<file path="config.mk">
export PLATFORM = sky130hd
export DESIGN_NAME = spi_pico_frame_ctrl_flat
export DESIGN_NICKNAME = d
export VERILOG_FILES = /design/src/rtl/spi_pico_frame_ctrl_if.sv /design/src/rtl/spi_pico_frame_ctrl.sv /design/src/flat_wrapper.sv
export SDC_FILE = /design/constraint.sdc
export NUM_CORES = 1
export LEC_CHECK = 0
export ABC_AREA = 1
export CORE_ASPECT_RATIO = 1.75
export CORE_MARGIN = 2
export CORE_UTILIZATION = 35
export DETAILED_ROUTE_END_ITERATION = 16
export MAX_ROUTING_LAYER = met4
export RECOVER_POWER = 50
export SYNTH_ARGS = -nofsm -noshare
export SYNTH_HDL_FRONTEND = slang
export SYNTH_SLANG_ARGS = --single-unit
</file>
<file path="constraint.sdc">
create_clock -name iclk -period 2.05 [get_ports iclk]
set_input_delay 0.41 -clock iclk [delete_from_list [all_inputs] [get_ports iclk]]
set_output_delay 0.41 -clock iclk [all_outputs]
set_load 0.03 [all_outputs]
</file>
<file path="src/rtl/spi_pico_frame_ctrl_if.sv">
// Bus bundle for spi_pico_frame_ctrl: raw SPI PICO inputs plus the register-bank
// write port, mux select and frame status outputs.
interface spi_pico_frame_ctrl_if #(
  parameter int WORD_W = 8
) ();
  logic              sclk;
  logic              serial_in;
  logic [WORD_W-1:0] write_data;
  logic [WORD_W-1:0] write_addr;
  logic              write_en;
  logic [WORD_W-1:0] mux_control_signal;
  logic              busy;
  logic              frame_done;
  logic              addr_err;

  modport master (
    output sclk, serial_in,
    input  write_data, write_addr, write_en, mux_control_signal,
    input  busy, frame_done, addr_err
  );

  modport slave (
    input  sclk, serial_in,
    output write_data, write_addr, write_en, mux_control_signal,
    output busy, frame_done, addr_err
  );
endinterface

</file>
<file path="src/rtl/spi_pico_frame_ctrl.sv">
// SPI PICO frame receiver: first word is a register address, later words are writes.
// Define PICO_AUTOINC_EN to advance the address pointer after every data word.
module spi_pico_frame_ctrl #(
  parameter int WORD_W         = 8,
  parameter int NUM_REGS       = 16,
  parameter int TIMEOUT_CYCLES = 8,
  parameter int SYNC_STAGES    = 2
) (
  input  logic                  iclk,
  input  logic                  rst,
  spi_pico_frame_ctrl_if.slave  bus
);

  localparam int CNT_W = (WORD_W > 1) ? $clog2(WORD_W) : 1;
  localparam int TO_W  = $clog2(TIMEOUT_CYCLES + 1);

  localparam logic [1:0] IDLE = 2'd0;
  localparam logic [1:0] ADDR = 2'd1;
  localparam logic [1:0] DATA = 2'd2;

  localparam logic [CNT_W-1:0]  LAST_BIT  = CNT_W'(WORD_W - 1);
  localparam logic [TO_W-1:0]   TO_LIMIT  = TO_W'(TIMEOUT_CYCLES);
  localparam logic [WORD_W:0]   REG_LIMIT = (WORD_W + 1)'(NUM_REGS);
`ifdef PICO_AUTOINC_EN
  localparam logic [WORD_W-1:0] LAST_REG  = WORD_W'(NUM_REGS - 1);
`endif

  logic [SYNC_STAGES-1:0] sclkSync_q;
  logic [SYNC_STAGES-1:0] dataSync_q;
  logic                   sclkDly_q;

  logic [1:0]        state_q,  state_d;
  logic [CNT_W-1:0]  bitCnt_q, bitCnt_d;
  logic [TO_W-1:0]   toCnt_q,  toCnt_d;
  logic [WORD_W-1:0] shift_q,  shift_d;
  logic [WORD_W-1:0] ptr_q,    ptr_d;
  logic [WORD_W-1:0] wAddr_q,  wAddr_d;
  logic [WORD_W-1:0] wData_q,  wData_d;
  logic              wEn_q,    wEn_d;
  logic              done_q,   done_d;
  logic              err_q,    err_d;

  logic              capture;
  logic              wordDone;
  logic [WORD_W-1:0] wordNow;
  logic              ptrInRange;
  logic              newInRange;

  // sclk is only data here: synchronise it and find rising edges in the iclk domain
  always_ff @(posedge iclk) begin
    if (rst) begin
      sclkSync_q <= '0;
      dataSync_q <= '0;
      sclkDly_q  <= 1'b0;
    end else begin
      sclkSync_q <= {sclkSync_q[SYNC_STAGES-2:0], bus.sclk};
      dataSync_q <= {dataSync_q[SYNC_STAGES-2:0], bus.serial_in};
      sclkDly_q  <= sclkSync_q[SYNC_STAGES-1];
    end
  end

  assign capture    = sclkSync_q[SYNC_STAGES-1] & ~sclkDly_q;
  assign wordNow    = {shift_q[WORD_W-2:0], dataSync_q[SYNC_STAGES-1]};
  assign wordDone   = capture && (bitCnt_q == LAST_BIT);
  assign ptrInRange = ({1'b0, ptr_q} < REG_LIMIT);
  assign newInRange = ({1'b0, wordNow} < REG_LIMIT);

  always_comb begin
    state_d  = state_q;
    bitCnt_d = bitCnt_q;
    toCnt_d  = toCnt_q;
    shift_d  = shift_q;
    ptr_d    = ptr_q;
    wAddr_d  = wAddr_q;
    wData_d  = wData_q;
    wEn_d    = 1'b0;
    done_d   = 1'b0;
    err_d    = err_q;
    case (state_q)
      IDLE: begin
        if (capture) begin
          state_d  = ADDR;
          shift_d  = wordNow;
          bitCnt_d = CNT_W'(1);
          toCnt_d  = '0;
        end
      end
      ADDR, DATA: begin
        // A capture always wins over the timeout because it restarts the idle count
        if (capture) begin
          toCnt_d = '0;
          shift_d = wordNow;
          if (wordDone) begin
            bitCnt_d = '0;
            if (state_q == ADDR) begin
              ptr_d   = wordNow;
              err_d   = ~newInRange;
              state_d = DATA;
            end else begin
              wAddr_d = ptr_q;
              wData_d = wordNow;
              if (ptrInRange) wEn_d = 1'b1;
              else            err_d = 1'b1;
`ifdef PICO_AUTOINC_EN
              ptr_d = (ptr_q == LAST_REG) ? '0 : ptr_q + WORD_W'(1);
`endif
            end
          end else begin
            bitCnt_d = bitCnt_q + CNT_W'(1);
          end
        end else if (toCnt_q == TO_LIMIT) begin
          state_d  = IDLE;
          done_d   = 1'b1;
          bitCnt_d = '0;
          toCnt_d  = '0;
        end else begin
          toCnt_d = toCnt_q + TO_W'(1);
        end
      end
      default: begin
        state_d  = IDLE;
        bitCnt_d = '0;
        toCnt_d  = '0;
      end
    endcase
  end

  always_ff @(posedge iclk) begin
    if (rst) begin
      state_q  <= IDLE;
      bitCnt_q <= '0;
      toCnt_q  <= '0;
      shift_q  <= '0;
      ptr_q    <= '0;
      wAddr_q  <= '0;
      wData_q  <= '0;
      wEn_q    <= 1'b0;
      done_q   <= 1'b0;
      err_q    <= 1'b0;
    end else begin
      state_q  <= state_d;
      bitCnt_q <= bitCnt_d;
      toCnt_q  <= toCnt_d;
      shift_q  <= shift_d;
      ptr_q    <= ptr_d;
      wAddr_q  <= wAddr_d;
      wData_q  <= wData_d;
      wEn_q    <= wEn_d;
      done_q   <= done_d;
      err_q    <= err_d;
    end
  end

  assign bus.write_data         = wData_q;
  assign bus.write_addr         = wAddr_q;
  assign bus.write_en           = wEn_q;
  assign bus.mux_control_signal = ptr_q;
  assign bus.busy               = (state_q != IDLE);
  assign bus.frame_done         = done_q;
  assign bus.addr_err           = err_q;

endmodule

</file>
<file path="src/flat_wrapper.sv">
// flat-port wrapper written by rule: the top's interface ports become plain ports
module spi_pico_frame_ctrl_flat 
#(
  parameter int WORD_W         = 8,
  parameter int NUM_REGS       = 16,
  parameter int TIMEOUT_CYCLES = 8,
  parameter int SYNC_STAGES    = 2
)
  (iclk, rst, bus_sclk, bus_serial_in, bus_write_data, bus_write_addr, bus_write_en, bus_mux_control_signal, bus_busy, bus_frame_done, bus_addr_err);
  spi_pico_frame_ctrl_if #(.WORD_W(WORD_W)) bus_i ();
  input  logic iclk;
  input  logic rst;
  input wire logic [$bits(bus_i.sclk)-1:0] bus_sclk;
  input wire logic [$bits(bus_i.serial_in)-1:0] bus_serial_in;
  output wire logic [$bits(bus_i.write_data)-1:0] bus_write_data;
  output wire logic [$bits(bus_i.write_addr)-1:0] bus_write_addr;
  output wire logic [$bits(bus_i.write_en)-1:0] bus_write_en;
  output wire logic [$bits(bus_i.mux_control_signal)-1:0] bus_mux_control_signal;
  output wire logic [$bits(bus_i.busy)-1:0] bus_busy;
  output wire logic [$bits(bus_i.frame_done)-1:0] bus_frame_done;
  output wire logic [$bits(bus_i.addr_err)-1:0] bus_addr_err;
  assign bus_i.sclk = bus_sclk;
  assign bus_i.serial_in = bus_serial_in;
  assign bus_write_data = bus_i.write_data;
  assign bus_write_addr = bus_i.write_addr;
  assign bus_write_en = bus_i.write_en;
  assign bus_mux_control_signal = bus_i.mux_control_signal;
  assign bus_busy = bus_i.busy;
  assign bus_frame_done = bus_i.frame_done;
  assign bus_addr_err = bus_i.addr_err;
  spi_pico_frame_ctrl #(.WORD_W(WORD_W), .NUM_REGS(NUM_REGS), .TIMEOUT_CYCLES(TIMEOUT_CYCLES), .SYNC_STAGES(SYNC_STAGES)) u_core (.iclk(iclk), .rst(rst), .bus(bus_i));
endmodule
</file>
=== Word level (Yosys, flattened, before mapping) ===
Cells that the tools add are included.

* Bits in registers: 48
* Latch bits: 0
* RAM bits: 0
* ROM bits: 0
* Bits of input ports: 4
* Output and inout bits: 28
* Logic and storage cells: 65
* Memories: 0

* Add/sub/neg operators: 2
* Multipliers: 0
* Divide/modulo/power cells: 0
* Magnitude comparators: 2
* Equality and inequality tests: 9
* Shifts and indexed selects: 0
* Muxes and demuxes: 19
* Bitwise operators: 7
* Reduce and logical (&&, ||, !) cells: 13

{| class="wikitable"
|+ Operators with widths
! cell !! number
|-
| $lt 8x5->1 const B || 2
|-
| $reduce_and 4->1 || 4
|-
| $mux 3 || 4
|-
| $mux 4 || 3
|-
| $mux 2 || 5
|-
| $pmux 4 s2 || 1
|-
| $ne 3x3->1 const B || 2
|-
| $not 1->1 || 6
|-
| $pmux 3 s2 || 1
|-
| $reduce_or 3->1 || 2
|-
| $reduce_or 5->1 || 1
|-
| $add 4x1->4 const B || 1
|-
| $eq 4x4->1 const B || 1
|-
| $mux 1 || 4
|-
| $pmux 2 s2 || 1
|-
| $reduce_and 2->1 || 2
|-
| $add 3x1->3 const B || 1
|-
| $eq 3x3->1 const B || 1
|-
| $ne 3x1->1 const B || 1
|-
| $eq 2x1->1 const B || 1
|-
| $eq 2x2->1 const B || 1
|-
| $logic_not 2->1 || 1
|-
| $ne 2x1->1 const B || 1
|-
| $ne 2x2->1 const B || 1
|-
| other kinds (4) || 4
|}

=== Longest topological paths before layout ===
* Depth after elaboration: 6
* Mapped depth: 10
* Depth with buffers taken out: 9

=== Worst setup path after synthesis ===
No wires, ideal clock.

* Kind: register to register
* From: reg u_core.state_q[0]
* To: reg u_core.bitCnt_q[0]
* Setup time: 0.074 ns
* Arrival time: 1.365 ns
* Required time: 1.976 ns
* Slack: 0.611 ns
* Stages on the path, launching flop included: 10
* Path buffers: 1
* Clock period less this slack: 1.439 ns
* Cell sequence: dfxtp_1 > inv_1 > ha_1 > buf_4 > nand3_1 > nor2_1 > nand2_1 > nand2_1 > inv_1 > o21ai_0

* Word-level cells in the longest chain between the ends: 4
* Elaborated cells on any way between the ends: 8
* Those cells by class: eq/ne (4); mux (1); reduce/logical (3)

{| class="wikitable"
|+ RTL lines
! item !! line !! RTL
|-
| start, declared || spi_pico_frame_ctrl.sv:32 || <nowiki>logic [1:0] state_q, state_d;</nowiki>
|-
| start signal, assigned || spi_pico_frame_ctrl.sv:141 || <nowiki>state_q <= state_d;</nowiki>
|-
| $eq 2x2->1 or $eq 2x1->1 (tied branches) || spi_pico_frame_ctrl.sv:79 || <nowiki>case (state_q)</nowiki>
|-
| $reduce_or 2->1 || spi_pico_frame_ctrl.sv:79 ||
|-
| $ne 3x1->1 (no line) || -- ||
|-
| $reduce_and 2->1 (no line) || -- ||
|-
| end signal, assigned || spi_pico_frame_ctrl.sv:142 || <nowiki>bitCnt_q <= bitCnt_d;</nowiki>
|-
| end, declared || spi_pico_frame_ctrl.sv:33 || <nowiki>logic [CNT_W-1:0] bitCnt_q, bitCnt_d;</nowiki>
|}

Parallel ways exist; a longest one is shown, timed or not.
A chain may end at the register's enable or synchronous reset.

=== Worst setup path after layout ===
* From: reg u_core.state_q[0]
* To: out bus_busy

* Word-level cells in the longest chain between the ends: 1

{| class="wikitable"
|+ RTL lines
! item !! line !! RTL
|-
| $reduce_bool 2->1 || spi_pico_frame_ctrl.sv:158 || <nowiki>assign bus.busy = (state_q != IDLE);</nowiki>
|-
| end, declared || flat_wrapper.sv:19 || <nowiki>output wire logic [$bits(bus_i.busy)-1:0] bus_busy;</nowiki>
|}

Every way passes these cells.

==> results.json <==
{
  "grt_pass1_wl_um": 7060,
  "max_freq_mhz": 509,
  "grt_max_degree": 24,
  "worstRegToRegCells": 8,
  "io_pins": 32,
  "drive_gt1_share_pct": 5.21,
  "synth_ff_type": "dfxtp_1",
  "hp-start": "u_core.sclkSync_q[0]$_SDFF_PP0_",
  "layoutNonFillerInstCount": 364,
  "synth.top_cell.area_share_pct": 47.3,
  "synth-edff-count": 0,
  "die_w_um": 61.6,
  "cts_sinks": 48,
  "fin_crit_sh_pct": 95.9,
  "ant_nets": 0,
  "numCtsBuffers": 5,
  "max_slew_margin_pct": 43.9,
  "diodes": 0,
  "required_ns": 1.64,
  "cp-end-kind": "primary output",
  "yosysUniqueCellTypes": 21,
  "reg2reg_from": "u_core.state_q[0]$_SDFFE_PP0P_",
  "setup_viol_count_final": 0,
  "viasPerCell": 4.65,
  "dr.first_iter.drc_count": 51,
  "synthToLayoutAreaGrowth_pct": 21.9,
  "route.vias.total": 1692,
  "layout_min_cycle_time_ns": 1.97,
  "power_density_nw_per_um2": 890,
  "first_pass_iters": 4,
  "peakVddDrop_mv": 0.723,
  "r2r-end": "u_core.state_q[1]$_SDFFE_PP0P_",
  "power_leakage_nw": 0.961,
  "num_rows": 36,
  "cp.arrival_ns": 1.56,
  "final_util_pct": 44.3,
  "synthTopCellsByCount": "dfxtp_1 (48), nand2_1 (43), a21oi_1 (34), nand3_1 (34), inv_1 (29)",
  "core_sq_um": 5590,
  "max_cap_viol_count": 0,
  "grt_use_total_pct": 14.7,
  "die_h_um": 105,
  "syn_inst": 257,
  "drc": 0,
  "tritoncts": "built",
  "grt_pass1_vias": 1561,
  "clk_pin_slew_ns": 0.08,
  "yosysMostFrequentCell": "dfxtp_1",
  "whs_ns": 0.405,
  "seq_area_frac_synth_pct": 47.3,
  "tightestPinTransition_ns": 0.842,
  "syn-num-nets": 270,
  "async_flop_share_pct": 0,
  "rsz0062_at_grt": "no",
  "synth_area_leaders": "dfxtp_1 (47%), a21oi_1 (8.4%), nand3_1 (8.4%), nand2_1 (7.9%), ha_1 (5.5%)",
  "ys_warn_count": 0,
  "netlist.top_cell.by_area": "dfxtp_1",
  "setup_tns_ns": 0,
  "fin_total_pwr_w": 0.00220,
  "synth.cell_area_sq_um": 2030,
  "fin_worst_skew_ns": 0.00878,
  "overflow": 0,
  "hold_path_depth": 2,
  "crit_fanout": 5,
  "wirelength_um": 4220,
  "criticalPathCategory": "reg2out",
  "critPathLaunchType": "register",
  "grt_antenna_before_repair": 0,
  "hp-class": "reg2reg",
  "root_buffer": "clkbuf_8",
  "initial_core_util_pct": 36.4,
  "gp_congestion": 0.896,
  "wl_per_cell_um": 11.6,
  "dp_hpwl_um": 3120,
  "final_nets": 300,
  "finalHoldViolCount": 0,
  "placed_cells": 356,
  "min_to": "u_core.sclkSync_q[1]$_SDFF_PP0_",
  "die_area_sq_um": 6450,
  "htree_levels": 2,
  "insertion_delay_ns": 0.30,
  "clockBufferDepth": 2,
  "r2r_setup_slack_ns": 0.27,
  "status": "finished clean",
  "fillers": 608,
  "avgSynthCellArea_sq_um": 7.90,
  "maxSlewViolCount": 0,
  "yosys_register_bits": 48,
  "portBuffers": 31
}
## sequential cells by signal (all words and copies together), names as in the netlist, 2 cells and up
name                           flops
u_core.bus.mux_control_signal      8
u_core.bus.write_addr              8
u_core.bus.write_data              8
u_core.shift_q                     7
u_core.toCnt_q                     4
u_core.bitCnt_q                    3
u_core.dataSync_q                  2
u_core.sclkSync_q                  2
u_core.state_q                     2
## worst max path at each step
stage,startpoint,end,slack [ns],cells past startpoint
after floorplan,u_core.state_q[0]$_SDFFE_PP0P_,u_core.bitCnt_q[0]$_SDFFE_PP0P_,0.61,9
after global placement,u_core.state_q[0]$_SDFFE_PP0P_,bus_busy,0.14,4
after detailed placement,u_core.state_q[0]$_SDFFE_PP0P_,bus_busy,0.11,4
after CTS,u_core.state_q[0]$_SDFFE_PP0P_,bus_busy,0.05,4
after global routing,u_core.state_q[0]$_SDFFE_PP0P_,bus_busy,0.02,4
final,u_core.state_q[0]$_SDFFE_PP0P_,bus_busy,0.08,4
## critical path, cell delays in order (launching register included)
cell and delay [ns]:
dfxtp_1 0.40, inv_1 0.09, ha_1 0.25, inv_1 0.14, clkdlybuf4s15_1 0.38
## stage by stage
stage,setup WS (ns),cell area (sq um)
after detailed placement,0.114,2380
after CTS,0.0475,2490
after global placement,0.138,2380
final,0.0841,2470
after global routing,0.0186,2470
after floorplan,0.611,2030
## cells in the final DEF (no fill, tap or decap), types with 5 or more instances in the layout
cell	instances
nand3_1	34
o21ai_0	10
nand2_1	44
nor2_1	25
clkdlybuf4s50_1	22
a21oi_1	34
dlygate4sd3_1	8
ha_1	9
dfxtp_1	48
clkbuf_8	5
inv_1	29
## power breakdown
part / internal [W] / switching [W]
clock: 0.000362 / 0.000305
sequential: 0.000976 / 0.0000419
combinational: 0.000161 / 0.000356
## kinds of logic (layout without fill, tap and decap cells)
group / Yosys count / count (layout) / share of synthesized area [%]
compound gates: 44 / 44 / 11.0
flops: 48 / 48 / 47.3
xor+xnor: 2 / 2 / 0.863
simple gates: 113 / 113 / 25.8
fa+ha+maj: 9 / 9 / 5.55
buf+inv: 41 / 72 / 9.49
## metal layers
layer / GRT usage, % / vias up / routed length, um / part of all wire [%]
li1: - / 892 / - / -
met1: 16.0 / 760 / 1690 / 40
met2: 24.6 / 31 / 2280 / 54
met3: 2.72 / 9 / 125 / 3.0
met4: 6.53 / 0 / 128 / 3.0
met5: - / - / 0 / 0
## final cells by class
cell class | instances | area (sq um) | share of cell area, %
Timing Repair Buffer | 35 | 337 | 13.6
Clock buffer | 6 | 72.6 | 2.93
Sequential cell | 48 | 961 | 38.8
Tap cell | 76 | 95.1 | 3.84
Clock inverter | 2 | 35.0 | 1.42
Multi-Input combinational cell | 168 | 866 | 35.0
Inverter | 29 | 109 | 4.40
## repair_timing
item                                    4_1_cts  5_1_grt
endpoints found under the setup margin        1        1
setup buffers                                 0        0
pin swaps                                     0        0
cloned                                        0        0
resized for setup                             1        1
hold endpoints to repair                      0        0
hold buffers                                  0        0
Note: power is estimated with default switching activity, not from simulation.
